==> config.mk <==
export PLATFORM = sky130hd
export DESIGN_NAME = ucom_timer_irq
export DESIGN_NICKNAME = d
export VERILOG_FILES = /design/src/rtl/ucom_timer_pkg.sv /design/src/rtl/ucom_timer_chan.sv /design/src/rtl/ucom_timer_irq.sv
export SDC_FILE = /design/constraint.sdc
export NUM_CORES = 1
export LEC_CHECK = 0
export CAP_MARGIN = 5
export CORE_UTILIZATION = 50
export CTS_CLUSTER_DIAMETER = 200
export DETAILED_ROUTE_END_ITERATION = 12
export PLACE_DENSITY = 0.73
export RECOVER_POWER = 100
export SYNTH_ARGS = -nofsm -noshare
export SYNTH_HDL_FRONTEND = slang
export SYNTH_SLANG_ARGS = --single-unit
==> constraint.sdc <==
create_clock -name clk -period 3 [get_ports clk]
set_clock_uncertainty 0.2 [all_clocks]
set_input_delay 0.9 -clock clk [delete_from_list [all_inputs] [get_ports clk]]
set_output_delay 0.9 -clock clk [all_outputs]
set_load 0.03 [all_outputs]
==> src/rtl/ucom_timer_pkg.sv <==
// ============================================================================
// Module : ucom_timer_pkg
// Brief  : Shared constants and helpers for the uCOM-4x timer/interrupt block.
// Rev    : 1.0  initial release
// ============================================================================
`default_nettype none

package ucom_timer_pkg;

  localparam logic MODE_ONESHOT = 1'b0;
  localparam logic MODE_RELOAD  = 1'b1;

  localparam int VEC_EXT = 0;

  // Channel-select width; a single channel still gets a 1-bit select port.
  function automatic int idx_w(input int n);
    return (n > 1) ? $clog2(n) : 1;
  endfunction

endpackage

`default_nettype wire

==> src/rtl/ucom_timer_chan.sv <==
// ============================================================================
// Module : ucom_timer_chan
// Brief  : One interval-timer channel: prescaler, down-counter, reload and TM.
// Rev    : 1.0  initial release
// ============================================================================
`default_nettype none

module ucom_timer_chan
  import ucom_timer_pkg::*;
#(
  parameter int PRE_W = 6,
  parameter int CNT_W = 6
) (
  input  logic             clk,
  input  logic             reset,
  input  logic             tick_en_i,
  input  logic             ld_i,
  input  logic [CNT_W-1:0] ld_val_i,
  input  logic             ld_mode_i,
  input  logic             clr_i,
  output logic             tm_o,
  output logic             fire_o
);

  logic [PRE_W-1:0] pcnt_q, pcnt_d;
  logic [CNT_W-1:0] bcnt_q, bcnt_d;
  logic [CNT_W-1:0] reload_q, reload_d;
  logic             mode_q, mode_d;
  logic             tm_q, tm_d;
  logic             w_run;
  logic             w_wrap;
  logic             w_fire;

  assign w_run  = ~tm_q | (mode_q == MODE_RELOAD);
  assign w_wrap = &pcnt_q;
  // A same-tick load suppresses the timeout event entirely.
  assign w_fire = tick_en_i & w_run & w_wrap & (bcnt_q == '0) & ~ld_i;

  always_comb begin
    pcnt_d   = pcnt_q;
    bcnt_d   = bcnt_q;
    reload_d = reload_q;
    mode_d   = mode_q;
    tm_d     = tm_q;
    if (tick_en_i) begin
      if (ld_i) begin
        pcnt_d   = '0;
        bcnt_d   = ld_val_i;
        reload_d = ld_val_i;
        mode_d   = ld_mode_i;
        tm_d     = 1'b0;
      end else begin
        if (w_run) begin
          pcnt_d = pcnt_q + 1'b1;
          if (w_wrap) begin
            if (bcnt_q == '0) begin
              tm_d   = 1'b1;
              bcnt_d = (mode_q == MODE_RELOAD) ? reload_q : bcnt_q - 1'b1;
            end else begin
              bcnt_d = bcnt_q - 1'b1;
            end
          end
        end
        if (clr_i && !w_fire) begin
          tm_d = 1'b0;
        end
      end
    end
  end

  always_ff @(posedge clk) begin
    if (!reset) begin
      pcnt_q   <= '0;
      bcnt_q   <= '0;
      reload_q <= '0;
      mode_q   <= MODE_ONESHOT;
      tm_q     <= 1'b1;
    end else begin
      pcnt_q   <= pcnt_d;
      bcnt_q   <= bcnt_d;
      reload_q <= reload_d;
      mode_q   <= mode_d;
      tm_q     <= tm_d;
    end
  end

  assign tm_o   = tm_q;
  assign fire_o = w_fire;

endmodule

`default_nettype wire

==> src/rtl/ucom_timer_irq.sv <==
// ============================================================================
// Module : ucom_timer_irq
// Brief  : Multi-channel interval timer with prioritised, maskable interrupt.
// Rev    : 1.0  initial release
// ============================================================================
`default_nettype none

module ucom_timer_irq
  import ucom_timer_pkg::*;
#(
  parameter int CHANNELS    = 2,
  parameter int PRE_W       = 6,
  parameter int CNT_W       = 6,
  parameter int SYNC_STAGES = 2
) (
  input  logic                         clk,
  input  logic                         reset,
  input  logic                         tick_en,
  input  logic                         ld,
  input  logic [idx_w(CHANNELS)-1:0]   ld_ch,
  input  logic [CNT_W-1:0]             ld_val,
  input  logic                         ld_mode,
  input  logic                         tst,
  input  logic                         tst_clr,
  input  logic [idx_w(CHANNELS)-1:0]   tst_ch,
  output logic                         tst_hit,
  output logic [CHANNELS-1:0]          tm,
  input  logic                         int_n,
  input  logic [CHANNELS-1:0]          ch_ie,
  input  logic                         ien_set,
  input  logic                         ien_clr,
  input  logic                         tit,
  output logic                         tit_hit,
  output logic                         irq,
  output logic [3:0]                   irq_vec,
  input  logic                         irq_ack
);

  localparam int IDX_W = idx_w(CHANNELS);
  localparam int NSRC  = CHANNELS + 1;

  logic [SYNC_STAGES-1:0] sync_q;
  logic                   sync_prev_q;
  logic                   edge_hold_q, edge_hold_d;
  logic                   w_edge_now;
  logic                   w_edge_any;

  logic [CHANNELS-1:0]    w_fire;
  logic [CHANNELS-1:0]    w_ld_sel;
  logic [CHANNELS-1:0]    w_clr_sel;
  logic                   w_ld_ok;
  logic                   w_tst_valid;
  logic                   w_tm_sel;
  logic                   w_ack;
  logic [NSRC-1:0]        w_pend;
  logic [NSRC-1:0]        w_ack_clr;
  logic [3:0]             w_prio;

  logic [CHANNELS-1:0]    ch_pend_q, ch_pend_d;
  logic                   ext_pend_q, ext_pend_d;
  logic                   ien_q, ien_d;
  logic                   irq_q, irq_d;
  logic [3:0]             irq_vec_q, irq_vec_d;
  logic                   tst_hit_q, tst_hit_d;
  logic                   tit_hit_q, tit_hit_d;

  // Synchronizer and falling-edge capture run every clk; a captured edge is
  // parked in edge_hold_q until the next machine-cycle strobe consumes it.
  always_ff @(posedge clk) begin
    if (!reset) begin
      sync_q      <= '1;
      sync_prev_q <= 1'b1;
      edge_hold_q <= 1'b0;
    end else begin
      sync_q      <= SYNC_STAGES'({sync_q, int_n});
      sync_prev_q <= sync_q[SYNC_STAGES-1];
      edge_hold_q <= edge_hold_d;
    end
  end

  assign w_edge_now  = sync_prev_q & ~sync_q[SYNC_STAGES-1];
  assign w_edge_any  = w_edge_now | edge_hold_q;
  assign edge_hold_d = tick_en ? 1'b0 : w_edge_any;

  assign w_ld_ok     = ld & tick_en & (32'(ld_ch) < CHANNELS);
  assign w_tst_valid = 32'(tst_ch) < CHANNELS;

  for (genvar k = 0; k < CHANNELS; k++) begin : g_chan
    assign w_ld_sel[k]  = w_ld_ok & (ld_ch == IDX_W'(k));
    assign w_clr_sel[k] = tst & tst_clr & tick_en & w_tst_valid & (tst_ch == IDX_W'(k));

    ucom_timer_chan #(
      .PRE_W (PRE_W),
      .CNT_W (CNT_W)
    ) u_chan (
      .clk       (clk),
      .reset     (reset),
      .tick_en_i (tick_en),
      .ld_i      (w_ld_sel[k]),
      .ld_val_i  (ld_val),
      .ld_mode_i (ld_mode),
      .clr_i     (w_clr_sel[k]),
      .tm_o      (tm[k]),
      .fire_o    (w_fire[k])
    );
  end

  always_comb begin
    w_tm_sel = 1'b0;
    for (int k = 0; k < CHANNELS; k++) begin
      if (tst_ch == IDX_W'(k)) begin
        w_tm_sel = tm[k];
      end
    end
  end

  assign w_pend = {ch_pend_q, ext_pend_q};

  always_comb begin
    w_prio = 4'(VEC_EXT);
    for (int s = NSRC - 1; s >= 0; s--) begin
      if (w_pend[s]) begin
        w_prio = 4'(s);
      end
    end
  end

  assign w_ack     = tick_en & irq_ack & irq_q;
  assign w_ack_clr = w_ack ? (NSRC'(1) << irq_vec_q) : '0;

  // New events are OR-ed in after the clears so a re-firing source survives
  // an acknowledge or test-and-clear in the same cycle.
  always_comb begin
    ch_pend_d  = ch_pend_q;
    ext_pend_d = ext_pend_q;
    ien_d      = ien_q;
    irq_d      = irq_q;
    irq_vec_d  = irq_vec_q;
    tst_hit_d  = tst_hit_q;
    tit_hit_d  = tit_hit_q;
    if (tick_en) begin
      {ch_pend_d, ext_pend_d} = w_pend & ~w_ack_clr;
      if (tit) begin
        tit_hit_d  = ext_pend_q;
        ext_pend_d = 1'b0;
      end
      ext_pend_d = ext_pend_d | w_edge_any;
      ch_pend_d  = ch_pend_d | (w_fire & ch_ie);
      if (ien_set) ien_d = 1'b1;
      if (ien_clr) ien_d = 1'b0;
      if (w_ack)   ien_d = 1'b0;
      if (tst) begin
        tst_hit_d = w_tst_valid & w_tm_sel;
      end
      irq_d = ien_q & (|w_pend);
      if (irq_d) begin
        irq_vec_d = w_prio;
      end
    end
  end

  always_ff @(posedge clk) begin
    if (!reset) begin
      ch_pend_q  <= '0;
      ext_pend_q <= 1'b0;
      ien_q      <= 1'b0;
      irq_q      <= 1'b0;
      irq_vec_q  <= 4'(VEC_EXT);
      tst_hit_q  <= 1'b0;
      tit_hit_q  <= 1'b0;
    end else begin
      ch_pend_q  <= ch_pend_d;
      ext_pend_q <= ext_pend_d;
      ien_q      <= ien_d;
      irq_q      <= irq_d;
      irq_vec_q  <= irq_vec_d;
      tst_hit_q  <= tst_hit_d;
      tit_hit_q  <= tit_hit_d;
    end
  end

  assign tst_hit = tst_hit_q;
  assign tit_hit = tit_hit_q;
  assign irq     = irq_q;
  assign irq_vec = irq_vec_q;

endmodule

`default_nettype wire

==> results.yml <==
run_status:
  status: "completed"
floorplan:
  rows: 26
  start_util_pct: 51.94
  die-width_um: 74.84
  io_pins: 31
  fp.dieArea_um2: 5600
  floorplan.core_area_um2: 5107
  die_height_um: 74.84
logic_synthesis:
  synthCells: 324
  post_synth_main_area_contributors: "dfxtp_1 40%, a21oi_1 6.8%, nand2_1 6.7%"
  netlist_area_um2: 2653
  number_of_synthesized_flops_with_an_enable_pin: 0
  yosys_warnings: 0
  synth.top_cell.area_share_pct: 40.00
  postSynth.topFlopCell: "dfxtp_1"
  fraction_of_registers_with_async_set_reset_pct: 0
  postSynthAreaPerCell_um2: 8.187
  yosys_reg_bits: 53
  netlist.top_cell.by_area: "dfxtp_1"
  synth_cell_type_count: 56
  yosysSeqAreaShare_pct: 40.00
finish:
  final_net_count: 376
  antenna_cells: 0
  layout.cells.most_common: "dfxtp_1"
  most-common-layout-cells: "53 x dfxtp_1, 47 x nand2_1, 36 x a21oi_1"
  fraction_of_layout_instances_using_a_drive_strength_above_1_pct: 5.731
  area_delta_synth_final_pct: 15.80
sta:
  slew-limit-headroom_pct: 52.83
  setup_repair_after_global_routing_missed_its_margin: "no"
  post-route-min-period_ns: 2.619
  report.final.slew_viol_count: 0
  layout_worst_path_cycle_share_pct: 87.31
  worst-slew-pin-transition_ns: 0.7076
  timing_hold_violations_final: 0
  final_report_setup_violation_count: 0
  fmax_mhz: 381.8
  summed_negative_setup_slack_over_all_endpoints_ns: 0
power:
  cellLeakagePower_nw: 1.107
  power_frac_clock_pct: 33.9
  power_switching_mw: 0.3564
  combinationalPowerShare_pct: 13.3
  p_sw_share_pct: 25.23
  seqPwrFrac_pct: 52.8
  internal_power_mw: 1.056
  vdd_drop_max_mv: 0.2252
  totalPowerFinal_mw: 1.413
  power.density_cell_area_nw_per_um2: 459.8
placement:
  io_buffers: 28
  dp.final_hpwl_um: 4302
  gp_congestion: 0.9058
cts:
  postCtsSetupRepairBufs: 0
  postCtsResizedCells: 0
  clock_transition_at_the_register_clock_pins_on_the_worst_setup_and_hold_paths_after_cts_ns: 0.09
  insertion_delay_ns: 0.31
  cts_buffer_depth: 2
  ctsHtreeMaxLevel: 2
  cts_tree: "done"
  clock-sinks: 53
  root_buffer: "clkbuf_8"
  postCtsHoldBufs: 0
  cts-buffers-inserted: 5
grt:
  grt_max_degree: 30
  global_route.usage.total_pct: 22.48
  grt_first_pass_wirelength_um: 9611
  grt_pass1_vias: 2171
  grt.overflow.total: 0
  antenna_found_initial: 0
flow_run:
  maxCapViolCount: 0
detailed_routing:
  drc: 0
  wl_per_cell_um: 13.91
  wl_um: 5830
  drt-initial-drc-count: 139
  dr.pass1.iters: 4
  vias: 2376
  avgViaCountPerCell: 5.671
  ant_nets: 0
worst_hold_path:
  min_path_type: "reg2reg"
critical_path:
  cp-end-kind: "register"
  worst-endpoint-required_ns: 3.02
  path_max_fanout: 29
  worstSetupStartpointType: "primary input"
  critical_path_class: "in2reg"
  cp.arrival_ns: 2.64
==> final cells by class <==
cell class              count  area [µm²]
multi-input cells         242        1436
repair buffers             38       345.3
flip-flops and latches     53        1061
well taps                  70       87.58
fillers                   462        2036
inverters                   8       30.03
clock inverters             2       38.79
clock buffers               6       72.57
==> per-layer routing <==
layer | part of all wire (%) | global-route usage (%) | vias up
met5 | 0 | 0 | -
met4 | 2.8 | 9.853 | 0
met3 | 4.4 | 4.284 | 16
met2 | 46 | 34.83 | 66
met1 | 47 | 30.51 | 1089
li1 | - | - | 1205
==> power groups by stage <==
stage	clock, mW	sequential [mW]	combinational (mW)
floorplan	0	0.758	0.130
detailed placement	0	0.762	0.194
finish	0.479	0.746	0.188
global placement	0	0.761	0.192
global route	0.525	0.749	0.209
CTS	0.497	0.746	0.195
==> critical path, stage by stage <==
cell	delay, ns
dlygate4sd3_1	0.63
buf_12	0.19
nand2_1	0.06
nor2_1	0.08
clkbuf_1	0.50
nand2_1	0.11
a21oi_1	0.17
==> state kept, by name, summed over array words and instances (netlist names), 2 cells and up <==
signal	count
g_chan.u_chan.bcnt_q	12
g_chan.u_chan.pcnt_q	12
g_chan.u_chan.reload_q	12
ch_pend_q	2
g_chan.u_chan.mode_q	2
g_chan.u_chan.tm_o	2
irq_vec	2
sync_q	2
==> cell families (layout without fill, tap and decap cells) <==
| group | count (synthesis) | count (layout) | share of synthesized area, % |
|---|---|---|---|
| xor+xnor | 11 | 11 | 3.632 |
| other cells | 1 | 2 | 0.1414 |
| flops | 53 | 53 | 40.00 |
| simple gates | 136 | 136 | 26.79 |
| mux | 4 | 4 | 1.604 |
| buf+inv | 30 | 54 | 5.519 |
| fa+ha+maj | 6 | 6 | 2.830 |
| compound gates | 83 | 83 | 19.48 |
==> path summary, 6_finish.rpt <==
path | from | end | slack, ns | cells past startpoint
hold reg to reg | sync_q[0] | sync_q[1] | 0.21 | 1
setup / recovery | tick_en | g_chan[0].u_chan.reload_q[5] | 0.38 | 7
setup reg to reg | g_chan[1].u_chan.bcnt_q[0] | g_chan[1].u_chan.bcnt_q[2] | 0.93 | 6
hold / removal | sync_q[0] | sync_q[1] | 0.21 | 1
==> stage by stage <==
| stage | cells | area [µm²] | utilization, % | setup WS (ns) | hold slack (ns) |
|---|---|---|---|---|---|
| 5_1_grt | 419 | 3072 | 60.14 | 0.2062 | 0.2130 |
| 3_5_place_dp | 411 | 2995 | 58.65 | 0.2373 | 0.1956 |
| 2_1_floorplan | 325 | 2656 | - | 0.7652 | 0.1863 |
| 3_3_place_gp | 411 | 2995 | 58.65 | 0.2576 | 0.1888 |
| 4_1_cts | 419 | 3107 | 60.83 | 0.4711 | 0.2146 |
| 6_report | 419 | 3072 | 60.14 | 0.3808 | 0.2143 |
==> synth_stat cells, types with 4 or more instances <==
cell type / count
a21oi_1: 36
inv_1: 8
dfxtp_1: 53
ha_1: 6
nand2_1: 47
nand4_1: 6
clkbuf_1: 10
o21ai_1: 5
nor3_1: 11
and3_1: 4
nor2_1: 19
nand2b_1: 7
nand3_1: 16
xor2_1: 11
buf_4: 6
o21ai_0: 13
No activity file was read; power rests on OpenSTA's default activity.
